## config.mk

```make
export PLATFORM = sky130hd
export DESIGN_NAME = alu_exec_stage_flat
export DESIGN_NICKNAME = d
export VERILOG_FILES = /design/src/rtl/kcpsmx3_inc.sv /design/src/rtl/alu_exec_stage_if.sv /design/src/rtl/alu_shift_unit.sv /design/src/rtl/alu_exec_stage.sv /design/src/flat_wrapper.sv
export SDC_FILE = /design/constraint.sdc
export NUM_CORES = 1
export LEC_CHECK = 0
export BUFFER_PORTS_ARGS = -buffer_cell sky130_fd_sc_hd__clkbuf_2
export CORE_MARGIN = 1.5
export CORE_UTILIZATION = 53
export DETAILED_ROUTE_END_ITERATION = 8
export GPL_TIMING_DRIVEN = 0
export HOLD_SLACK_MARGIN = 0.02
export PLACE_DENSITY = 0.86
export SYNTH_ARGS = -nofsm -noshare
export SYNTH_HDL_FRONTEND = slang
export SYNTH_SLANG_ARGS = --single-unit
```

## constraint.sdc

```tcl
create_clock -name clk -period 3 [get_ports clk]
set_input_delay 0.6 -clock clk [delete_from_list [all_inputs] [get_ports clk]]
set_output_delay 0.6 -clock clk [all_outputs]
set_load 0.1 [all_outputs]
```

## src/rtl/kcpsmx3_inc.sv

```systemverilog
// Shared definitions for the ALU execute stage.
//   OPERAND_WIDTH : data width of operands and results
//   opcode_t      : ALU operation select (codes 11..15 are unencoded/illegal)
//   shift_op_t    : fill-bit source for single-bit shifts
//   odd_parity()  : helper used by the TEST operation
package kcpsmx3_inc;

  localparam int OPERAND_WIDTH = 8;

  typedef enum logic [3:0] {
    OP_LOAD    = 4'd0,
    OP_AND     = 4'd1,
    OP_OR      = 4'd2,
    OP_XOR     = 4'd3,
    OP_TEST    = 4'd4,
    OP_ADD     = 4'd5,
    OP_ADDCY   = 4'd6,
    OP_SUB     = 4'd7,
    OP_SUBCY   = 4'd8,
    OP_COMPARE = 4'd9,
    OP_SHIFT   = 4'd10
  } opcode_t;

  typedef enum logic [1:0] {
    SH_CONST  = 2'd0,
    SH_EXTEND = 2'd1,
    SH_CARRY  = 2'd2,
    SH_ROTATE = 2'd3
  } shift_op_t;

  function automatic logic odd_parity(input logic [OPERAND_WIDTH-1:0] v);
    return ^v;
  endfunction

endpackage

```

## src/rtl/alu_exec_stage_if.sv

```systemverilog
// Request/response bus of the ALU execute stage.
//   in_*  : request descriptor with valid/ready handshake (producer -> stage)
//   out_* : result and flags with valid/ready handshake (stage -> consumer)
// Modports:
//   master : the side that issues requests and consumes results
//   slave  : the execute stage itself
interface alu_exec_stage_if;
  import kcpsmx3_inc::*;

  logic                     in_valid;
  logic                     in_ready;
  opcode_t                  in_opcode;
  shift_op_t                in_shift_op;
  logic                     in_shift_dir;
  logic                     in_shift_const;
  logic                     in_carry_in;
  logic [OPERAND_WIDTH-1:0] in_operand_a;
  logic [OPERAND_WIDTH-1:0] in_operand_b;

  logic                     out_valid;
  logic                     out_ready;
  logic [OPERAND_WIDTH-1:0] out_result;
  logic                     out_zero;
  logic                     out_carry;
  logic                     out_illegal;

  modport master (
    output in_valid, in_opcode, in_shift_op, in_shift_dir, in_shift_const,
           in_carry_in, in_operand_a, in_operand_b, out_ready,
    input  in_ready, out_valid, out_result, out_zero, out_carry, out_illegal
  );

  modport slave (
    input  in_valid, in_opcode, in_shift_op, in_shift_dir, in_shift_const,
           in_carry_in, in_operand_a, in_operand_b, out_ready,
    output in_ready, out_valid, out_result, out_zero, out_carry, out_illegal
  );

endinterface

```

## src/rtl/alu_shift_unit.sv

```systemverilog
// Combinational single-bit shift/rotate datapath.
// Ports:
//   a           : operand to shift
//   shift_op    : fill source (constant, sign/edge extend, carry, rotate)
//   shift_dir   : 0 = left, 1 = right
//   shift_const : fill bit used by SH_CONST
//   carry_in    : fill bit used by SH_CARRY
//   result      : shifted operand
//   carry_out   : the bit shifted out
module alu_shift_unit
  import kcpsmx3_inc::*;
#(
  parameter int W = OPERAND_WIDTH
) (
  input  logic [W-1:0] a,
  input  shift_op_t    shift_op,
  input  logic         shift_dir,
  input  logic         shift_const,
  input  logic         carry_in,
  output logic [W-1:0] result,
  output logic         carry_out
);

  logic fill;

  always_comb begin
    fill = shift_const;
    case (shift_op)
      SH_CONST:  fill = shift_const;
      // Extend replicates the edge bit that the shift moves away from.
      SH_EXTEND: fill = shift_dir ? a[W-1] : a[0];
      SH_CARRY:  fill = carry_in;
      SH_ROTATE: fill = shift_dir ? a[0] : a[W-1];
    endcase

    if (shift_dir) begin
      result    = {fill, a[W-1:1]};
      carry_out = a[0];
    end else begin
      result    = {a[W-2:0], fill};
      carry_out = a[W-1];
    end
  end

endmodule

```

## src/rtl/alu_exec_stage.sv

```systemverilog
// Two-stage pipelined ALU execute stage.
// Stage 1 registers the accepted request descriptor; stage 2 holds the
// computed result and flags until the consumer takes it. One op per cycle,
// in order, with back-pressure propagating through in_ready.
// Ports:
//   clk      : rising-edge clock
//   reset    : synchronous active-high reset, discards in-flight ops
//   bus      : request/response bus (slave side)
//   ops_done : free-running count of completed output handshakes
module alu_exec_stage
  import kcpsmx3_inc::*;
(
  input  logic            clk,
  input  logic            reset,
  alu_exec_stage_if.slave bus,
  output logic [15:0]     ops_done
);

  localparam int W = OPERAND_WIDTH;

  logic            vld_p1;
  opcode_t         opcode_p1;
  shift_op_t       shift_op_p1;
  logic            shift_dir_p1;
  logic            shift_const_p1;
  logic            carry_in_p1;
  logic [W-1:0]    a_p1;
  logic [W-1:0]    b_p1;

  logic            vld_p2;
  logic [W-1:0]    result_p2;
  logic            zero_p2;
  logic            carry_p2;
  logic            illegal_p2;

  logic            adv_p2;
  logic            accept;

  logic [W-1:0]    sh_result;
  logic            sh_carry;
  logic [W:0]      ext;
  logic [W-1:0]    alu_result;
  logic            alu_zero;
  logic            alu_carry;
  logic            alu_illegal;

  // Stage 2 can take new data when empty or when its content leaves now.
  assign adv_p2       = !vld_p2 || bus.out_ready;
  assign bus.in_ready = !reset && (!vld_p1 || adv_p2);
  assign accept       = bus.in_valid && bus.in_ready;

  // ---- stage 0 -> 1: descriptor capture ----
  always_ff @(posedge clk) begin
    if (reset) begin
      vld_p1 <= 1'b0;
    end else if (bus.in_ready) begin
      vld_p1 <= bus.in_valid;
    end
  end

  always_ff @(posedge clk) begin
    if (accept) begin
      opcode_p1      <= bus.in_opcode;
      shift_op_p1    <= bus.in_shift_op;
      shift_dir_p1   <= bus.in_shift_dir;
      shift_const_p1 <= bus.in_shift_const;
      carry_in_p1    <= bus.in_carry_in;
      a_p1           <= bus.in_operand_a;
      b_p1           <= bus.in_operand_b;
    end
  end

  // ---- stage 1 compute: shift datapath and arithmetic/logic ----
  alu_shift_unit #(.W(W)) u_shift (
    .a           (a_p1),
    .shift_op    (shift_op_p1),
    .shift_dir   (shift_dir_p1),
    .shift_const (shift_const_p1),
    .carry_in    (carry_in_p1),
    .result      (sh_result),
    .carry_out   (sh_carry)
  );

  always_comb begin
    ext         = '0;
    alu_result  = '0;
    alu_carry   = 1'b0;
    alu_illegal = 1'b0;
    case (opcode_p1)
      OP_LOAD: begin
        alu_result = b_p1;
        alu_carry  = carry_in_p1;
      end
      OP_AND:  alu_result = a_p1 & b_p1;
      OP_OR:   alu_result = a_p1 | b_p1;
      OP_XOR:  alu_result = a_p1 ^ b_p1;
      OP_TEST: begin
        alu_result = a_p1 & b_p1;
        alu_carry  = odd_parity(a_p1 & b_p1);
      end
      OP_ADD: begin
        ext        = {1'b0, a_p1} + {1'b0, b_p1};
        alu_result = ext[W-1:0];
        alu_carry  = ext[W];
      end
      OP_ADDCY: begin
        ext        = {1'b0, a_p1} + {1'b0, b_p1} + {{W{1'b0}}, carry_in_p1};
        alu_result = ext[W-1:0];
        alu_carry  = ext[W];
      end
      // For subtraction the extra top bit of the widened difference is the borrow.
      OP_SUB: begin
        ext        = {1'b0, a_p1} - {1'b0, b_p1};
        alu_result = ext[W-1:0];
        alu_carry  = ext[W];
      end
      OP_SUBCY: begin
        ext        = {1'b0, a_p1} - {1'b0, b_p1} - {{W{1'b0}}, carry_in_p1};
        alu_result = ext[W-1:0];
        alu_carry  = ext[W];
      end
      OP_COMPARE: begin
        alu_result = a_p1;
        alu_carry  = (a_p1 < b_p1);
      end
      OP_SHIFT: begin
        alu_result = sh_result;
        alu_carry  = sh_carry;
      end
      default: alu_illegal = 1'b1;
    endcase

    // Compare reports operand equality; illegal ops never flag zero.
    if (opcode_p1 == OP_COMPARE) begin
      alu_zero = (a_p1 == b_p1);
    end else begin
      alu_zero = !alu_illegal && (alu_result == '0);
    end
  end

  // ---- stage 1 -> 2: result register ----
  always_ff @(posedge clk) begin
    if (reset) begin
      vld_p2 <= 1'b0;
    end else if (adv_p2) begin
      vld_p2 <= vld_p1;
    end
  end

  // Result registers are cleared so the output bus reads zero after reset.
  always_ff @(posedge clk) begin
    if (reset) begin
      result_p2  <= '0;
      zero_p2    <= 1'b0;
      carry_p2   <= 1'b0;
      illegal_p2 <= 1'b0;
    end else if (adv_p2 && vld_p1) begin
      result_p2  <= alu_result;
      zero_p2    <= alu_zero;
      carry_p2   <= alu_carry;
      illegal_p2 <= alu_illegal;
    end
  end

  always_ff @(posedge clk) begin
    if (reset) begin
      ops_done <= '0;
    end else if (vld_p2 && bus.out_ready) begin
      ops_done <= ops_done + 16'd1;
    end
  end

  assign bus.out_valid   = vld_p2;
  assign bus.out_result  = result_p2;
  assign bus.out_zero    = zero_p2;
  assign bus.out_carry   = carry_p2;
  assign bus.out_illegal = illegal_p2;

endmodule

```

## src/flat_wrapper.sv

```systemverilog
// flat-port wrapper written by rule: the top's interface ports become plain ports
module alu_exec_stage_flat import kcpsmx3_inc::*;
  (clk, reset, ops_done, bus_in_valid, bus_in_opcode, bus_in_shift_op, bus_in_shift_dir, bus_in_shift_const, bus_in_carry_in, bus_in_operand_a, bus_in_operand_b, bus_out_ready, bus_in_ready, bus_out_valid, bus_out_result, bus_out_zero, bus_out_carry, bus_out_illegal);
  alu_exec_stage_if bus_i ();
  input  logic clk;
  input  logic reset;
  output logic [15:0] ops_done;
  input wire logic [$bits(bus_i.in_valid)-1:0] bus_in_valid;
  input wire logic [$bits(bus_i.in_opcode)-1:0] bus_in_opcode;
  input wire logic [$bits(bus_i.in_shift_op)-1:0] bus_in_shift_op;
  input wire logic [$bits(bus_i.in_shift_dir)-1:0] bus_in_shift_dir;
  input wire logic [$bits(bus_i.in_shift_const)-1:0] bus_in_shift_const;
  input wire logic [$bits(bus_i.in_carry_in)-1:0] bus_in_carry_in;
  input wire logic [$bits(bus_i.in_operand_a)-1:0] bus_in_operand_a;
  input wire logic [$bits(bus_i.in_operand_b)-1:0] bus_in_operand_b;
  input wire logic [$bits(bus_i.out_ready)-1:0] bus_out_ready;
  output wire logic [$bits(bus_i.in_ready)-1:0] bus_in_ready;
  output wire logic [$bits(bus_i.out_valid)-1:0] bus_out_valid;
  output wire logic [$bits(bus_i.out_result)-1:0] bus_out_result;
  output wire logic [$bits(bus_i.out_zero)-1:0] bus_out_zero;
  output wire logic [$bits(bus_i.out_carry)-1:0] bus_out_carry;
  output wire logic [$bits(bus_i.out_illegal)-1:0] bus_out_illegal;
  assign bus_i.in_valid = bus_in_valid;
  assign bus_i.in_opcode = bus_in_opcode;
  assign bus_i.in_shift_op = bus_in_shift_op;
  assign bus_i.in_shift_dir = bus_in_shift_dir;
  assign bus_i.in_shift_const = bus_in_shift_const;
  assign bus_i.in_carry_in = bus_in_carry_in;
  assign bus_i.in_operand_a = bus_in_operand_a;
  assign bus_i.in_operand_b = bus_in_operand_b;
  assign bus_i.out_ready = bus_out_ready;
  assign bus_in_ready = bus_i.in_ready;
  assign bus_out_valid = bus_i.out_valid;
  assign bus_out_result = bus_i.out_result;
  assign bus_out_zero = bus_i.out_zero;
  assign bus_out_carry = bus_i.out_carry;
  assign bus_out_illegal = bus_i.out_illegal;
  alu_exec_stage u_core (.clk(clk), .reset(reset), .bus(bus_i), .ops_done(ops_done));
endmodule
```

==> After elaboration in Yosys (flattened, before gate mapping) <==
Index checks and enable logic that the tools add are counted.
{ "word_totals": {"reg_bits": 54, "output_inout_bits": 29, "word_cells": 61} }
{ "classes": {"muxes": 8, "eq_ne": 14, "n_bitwise": 3, "magnitude_cmp": 1, "n_addsub": 5, "reduce_logical": 16} }
{ "ops": {"columns": ["cell", "n"], "rows": [
  ["$pmux 8 s10", 1],
  ["$add 16x1->16 const B", 1],
  ["$eq 4x3->1 const B", 4],
  ["$eq 4x4->1 const B", 3],
  ["$reduce_or 11->1", 1],
  ["$add 8x8->9", 1],
  ["$add 9x1->9", 1],
  ["$sub 8x8->9", 1],
  ["$sub 9x1->9", 1],
  ["$and 8x8->8", 1],
  ["$eq 4x2->1 const B", 2],
  ["$eq 8x8->1", 1],
  ["$logic_not 8->1", 1],
  ["$lt 8x8->1", 1],
  ["$mux 8", 1],
  ["$or 8x8->8", 1],
  ["$pmux 1 s8", 1],
  ["$reduce_xor 8->1", 1],
  ["$xor 8x8->8", 1],
  ["$logic_and 1x1->1", 5],
  ["$eq 2x2->1 const B", 2],
  ["$eq 4x1->1 const B", 1],
  ["$logic_not 4->1", 1],
  ["$mux 1", 4],
  ["other kinds (6)", 9]
]} }

==> Logic depth before layout (Yosys ltp) <==
{ "logic_depth": {"word_depth": 7, "mapped_depth": 13} }

==> Cells and area by module <==
From an unflattened synthesis, not the netlist that was laid out.
{ "hier_totals": {"hier_cells": 509, "area_unflattened_um2": 4381.7} }
{ "modules_own_cells": {"columns": ["module", "cells_per_inst", "instances", "area_per_inst_um2", "seq_area_each_um2"], "rows": [
  ["alu_exec_stage", 488, 1, 4210.3, 1331.3],
  ["alu_shift_unit", 21, 1, 171.4, 0.0]
]} }

==> Least setup slack after synthesis <==
Ideal clock, no wire load.
{ "synth_timing": {"kind": "flip-flop to flip-flop", "start": "reg u_core.vld_p2, in the netlist u_core.bus.out_valid", "end": "reg u_core.a_p1[0], enable pin", "setup_slack_ns": -0.687, "path_stages_with_launch": 4, "arrival_ns": 3.303, "n_path_buf": 0, "cell_sequence": "dfxtp_1 nor2b_1 a21oi_1 and2_1"} }
{ "synth_between": {"elab_chain_len": 5} }
{ "synth_rtl": {"columns": ["item", "line_no", "rtl"], "rows": [
  ["start, declared", "alu_exec_stage.sv:30", "logic vld_p2;"],
  ["start signal, assigned", "alu_exec_stage.sv:146", "vld_p2 <= vld_p1;"],
  ["$logic_not 1->1", "alu_exec_stage.sv:48", "assign adv_p2 = !vld_p2 || bus.out_ready;"],
  ["$logic_or 1x1->1", "alu_exec_stage.sv:48", null],
  ["$logic_or 1x1->1", "alu_exec_stage.sv:49", "assign bus.in_ready = !reset && (!vld_p1 || adv_p2);"],
  ["$logic_and 1x1->1", "alu_exec_stage.sv:49", null],
  ["net bus_in_ready", "flat_wrapper.sv:17", "output wire logic [$bits(bus_i.in_ready)-1:0] bus_in_ready;"],
  ["$logic_and 1x1->1", "alu_exec_stage.sv:50", "assign accept = bus.in_valid && bus.in_ready;"],
  ["net u_core.accept", "alu_exec_stage.sv:37", "logic accept;"],
  ["end signal, assigned", "alu_exec_stage.sv:68", "a_p1 <= bus.in_operand_a;"],
  ["end, declared", "alu_exec_stage.sv:27", "logic [W-1:0] a_p1;"]
]} }
The timed path passes the listed nets, and every way through them passes these cells.
A chain may end at the register's enable or synchronous reset.

==> Worst setup path in the final report <==
{ "layout_timing": {"start": "reg u_core.b_p1[0]", "end": "reg u_core.carry_p2, in the netlist u_core.bus.out_carry"} }
{ "layout_between": {"elab_chain_len": 3, "word_cells_on_any_way": 8, "classes_between": "4 x add/sub; 1 x order compare; 1 x mux; 1 x bitwise; 1 x reduce/logical"} }
{ "layout_rtl": {"columns": ["item", "line_no", "rtl"], "rows": [
  ["start, declared", "alu_exec_stage.sv:28", "logic [W-1:0] b_p1;"],
  ["start signal, assigned", "alu_exec_stage.sv:69", "b_p1 <= bus.in_operand_b;"],
  ["$sub 8x8->9 (tied with other cells)", "alu_exec_stage.sv:113, alu_exec_stage.sv:118", null],
  ["$sub 9x1->9 (tied with other cells)", "alu_exec_stage.sv:118", "ext = {1'b0, a_p1} - {1'b0, b_p1} - {{W{1'b0}}, carry_in_p1};"],
  ["$pmux 1 s8 (*)", "alu_exec_stage.sv:89", "case (opcode_p1)"],
  ["end signal, assigned", "alu_exec_stage.sv:160", "carry_p2 <= alu_carry;"],
  ["end, declared", "alu_exec_stage.sv:33", "logic carry_p2;"]
]} }
Mark *: on every way between the ends. The rest lies on a longest branch, timed or not.

==> results.toml <==
[setup_path]
setup.worst_path.start_class = "flop"
timing.setup.critical_path_class = "flop to flop"
r2r-start = "u_core.b_p1[0]"
delay_of_the_slowest_critical_path_stage_ns = 0.53
cp.arrival_ns = 3.25
reg2reg_slack_ns = -0.02
critical_path_required_ns = 3.23
crit_path_end_kind = "flop"
worstPathMaxFanout = 5
setup.worst_path.end = "u_core.bus.out_carry"
worst_reg2reg_path_depth = 10
timing.critical_path.cells = "ha_4, fa_2, a211oi_4, o21bai_1, a21oi_2, xnor2_2, or4_1, nand3_1, o211ai_1, a31o_2"
regToRegEndpoint = "u_core.bus.out_carry"
worst_path_max_delay_cell = "sky130_fd_sc_hd__or4_1"
setup.worst_path.start = "u_core.b_p1[0]"

[cells_and_area]
final_layout_size_suffix_gt1_share_pct = 24.4
layout.cells.most_common = "sky130_fd_sc_hd__clkbuf_2"
finalInstanceArea_um2 = 4910
areaGrowthSynthToFinish_pct = 20.1
n_fill_cell = 595
design.final.nets = 596
final_cells = 635
antenna-diode-count = 0
most_frequent_cells_in_the_layout = "57 x sky130_fd_sc_hd__clkbuf_2, 53 x sky130_fd_sc_hd__nor2_1, 29 x sky130_fd_sc_hd__dfxtp_1"

[sta]
final-max-slew-violation-count = 0
worst_hold_slack_ns = 0.450
period_share_pct = 101
hold_viol_final = 0
worst_slew_margin_pct = 23.2
rsz0062_at_grt = "true"
clock.fmax_ghz = 0.331
final_critical_path_setup_slack_ns = -0.0213
tightest_slew_ns = 1.14
layout_min_cycle_time_ns = 3.02
finalClockSkew_ns = 0.0111
setup_violations = 3

[pwr]
design_power_total_mw = 1.81
power.density_cell_area_nw_per_um2 = 368
ir_worst_vdd_v = 0.000298
power.leakage_nw = 1.97

[grt]
wire_length_of_the_first_global_routing_pass_um = 17600
grt.total_usage_pct = 26.6
grt_pass1_vias = 3656
maximum_number_of_pins_on_one_net_before_global_route_repair = 26
globalRouteOverflowTotal = 0
grt_antenna_before_repair = 0

[drt]
detailed_router_s_first_iteration_violation_count = 631
routed-via-count = 3998
post_drt_wl_per_cell_um = 18.2
dr.pass1.iters = 6
drt-total-wl_um = 11500
vias_per_cell = 6.30
antenna_violating_nets_left = 0
drt_drc_violations_left = 0

[floorplanning]
initial_utilization_pct = 55.5
fp.dieW_um = 90.8
floorplan.die.height_um = 90.8
num_io_pins = 58
die_area_um2 = 8250
row_count = 31
core_area_um2 = 7370

[logic_synthesis]
netlist_area_um2 = 4090
post_synth_num_cell_types = 67
syn_avg_cell_area_um2 = 8.93
post_synth_main_area_contributors = "sky130_fd_sc_hd__edfxtp_1 18%, sky130_fd_sc_hd__dfxtp_1 14%, sky130_fd_sc_hd__ha_1 9.2%"
yosys_warnings = 0
synth_enable_flop_cells = 25
yosys_most_used_dff = "sky130_fd_sc_hd__dfxtp_1"
synth-seq-cells = 54
synth_fp_nets = 519
synth-async-reset-ratio_pct = 0
synth_top_cell_area_share_pct = 18.4
yosysTopAreaCell = "sky130_fd_sc_hd__edfxtp_1"
syn_inst = 458
ys_seq_area_share_pct = 32.6

[clock_tree]
cts_max_level = 2
clock_path_buffers = 2
clockRootBuffer = "sky130_fd_sc_hd__clkbuf_8"
cts.clk_slew.worst_paths_ns = 0.11
worstSkewPairLatency_ns = 0.32
clock_sink_count = 54
cts_made_buffers = 5
tritoncts = "done"

[placed_design]
dp_hpwl_um = 8270
dp_cells = 614
gp_routability_congestion = 0.974
placed_area_um2 = 4510
place_ws_ns = -0.361
io_buffers = 57

[worst_hold_path]
timing.hold.worst.class = "input port to flop"
timing.hold.worst.start = "bus_in_operand_b[0]"

[status]
status = "complete, but fails checks"
violations = "negative setup slack"

[flow_run]
max_cap_violations = 0
## critical path, delay by kind of cell, from the launching register on
family	cells	cell delay, ns
AOI/OAI and AO/OA	5	1.01
adders and majority gates	2	0.67
and+or+nand+nor	2	0.63
DFF	1	0.50
xor gates and xnor gates	1	0.13
## area by class of cell
class                      instances  area (µm²)  share of cell area [%]
multi-input combinational        353        2770                    56.3
sequential                        54        1330                    27.1
timing repair buffer              70         383                    7.80
tap                               99         124                    2.52
buffer                            27         120                    2.45
inverter                          24        90.1                    1.83
clock buffer                       5        68.8                    1.40
clock inverter                     3        28.8                   0.586
## per-stage QoR
stage / setup TNS (ns) / utilization [%]
floorplan: 0 / -
global placement: -0.683 / 61.2
detailed placement: -1.09 / 61.2
CTS: -0.0114 / 63.8
global route: -0.302 / 66.6
finish: -0.0393 / 66.6
## Yosys cell counts, types with 5 or more instances
| cell type | count |
|---|---|
| sky130_fd_sc_hd__a221oi_1 | 10 |
| sky130_fd_sc_hd__buf_2 | 5 |
| sky130_fd_sc_hd__dfxtp_1 | 29 |
| sky130_fd_sc_hd__o211ai_1 | 5 |
| sky130_fd_sc_hd__and3_1 | 5 |
| sky130_fd_sc_hd__edfxtp_1 | 25 |
| sky130_fd_sc_hd__nor2b_1 | 8 |
| sky130_fd_sc_hd__o22ai_1 | 7 |
| sky130_fd_sc_hd__nor4_1 | 6 |
| sky130_fd_sc_hd__nand2_1 | 29 |
| sky130_fd_sc_hd__ha_1 | 30 |
| sky130_fd_sc_hd__xor2_1 | 23 |
| sky130_fd_sc_hd__nand2b_1 | 6 |
| sky130_fd_sc_hd__nand3_1 | 14 |
| sky130_fd_sc_hd__inv_1 | 24 |
| sky130_fd_sc_hd__mux2i_1 | 9 |
| sky130_fd_sc_hd__nor2_1 | 53 |
| sky130_fd_sc_hd__a21oi_1 | 14 |
| sky130_fd_sc_hd__xnor2_1 | 21 |
| sky130_fd_sc_hd__clkbuf_1 | 19 |
| sky130_fd_sc_hd__a211oi_1 | 11 |
| sky130_fd_sc_hd__nor3_1 | 8 |
| sky130_fd_sc_hd__o21ai_0 | 16 |
## worst min-delay path by stage
stage / slack (ns) / end / cells after the start
after floorplan: 0.53 / u_core.bus.out_valid / 2
after global placement: 0.48 / u_core.ops_done[6] / 2
after detailed placement: 0.49 / u_core.bus.out_illegal / 2
after CTS: 0.45 / u_core.b_p1[0] / 1
after global routing: 0.45 / u_core.opcode_p1[0] / 1
final: 0.45 / u_core.b_p1[0] / 1
## layer usage
metal	part of all wire [%]	vias to the layer above	GRT usage (%)	wire [µm]
met5	0	-	0	0
met4	3.2	0	11.5	371
met3	10	51	3.96	1210
met2	47	275	43.5	5380
met1	40	1856	34.9	4570
li1	-	1816	-	-
## cells by family (layout without fill, tap and decap cells)
group / after synthesis / count (layout) / share of synthesized area, %
muxes: 11 / 11 / 2.75
DFF: 54 / 54 / 32.6
xor gates and xnor gates: 44 / 44 / 9.42
and+or+nand+nor: 162 / 162 / 21.1
adders and majority gates: 32 / 32 / 10.2
buffers and inverters: 51 / 129 / 5.02
AOI/OAI and AO/OA: 104 / 104 / 19.0
## report_power, final
| group | internal (mW) | total [mW] | switching, mW |
|---|---|---|---|
| registers | 0.798 | 0.818 | 0.0202 |
| logic | 0.197 | 0.556 | 0.360 |
| clock network | 0.173 | 0.432 | 0.259 |
## state kept, by name, summed over array words and instances (netlist names)
name,cells
u_core.bus.out_valid,1
u_core.vld_p1,1
u_core.bus.out_illegal,1
u_core.b_p1,8
u_core.shift_op_p1,2
u_core.carry_in_p1,1
u_core.bus.out_carry,1
u_core.bus.out_result,8
u_core.shift_const_p1,1
u_core.opcode_p1,4
u_core.ops_done,16
u_core.a_p1,8
u_core.bus.out_zero,1
u_core.shift_dir_p1,1
## repair_timing
action / in CTS / in global routing
resized for setup: 13 / 31
cloned: 0 / 0
hold endpoints to repair: 0 / 0
pin swaps: 3 / 9
hold buffers: 0 / 0
setup endpoints to repair: 5 / 5
setup buffers: 4 / 9
Power figures use the tool's default switching activity.
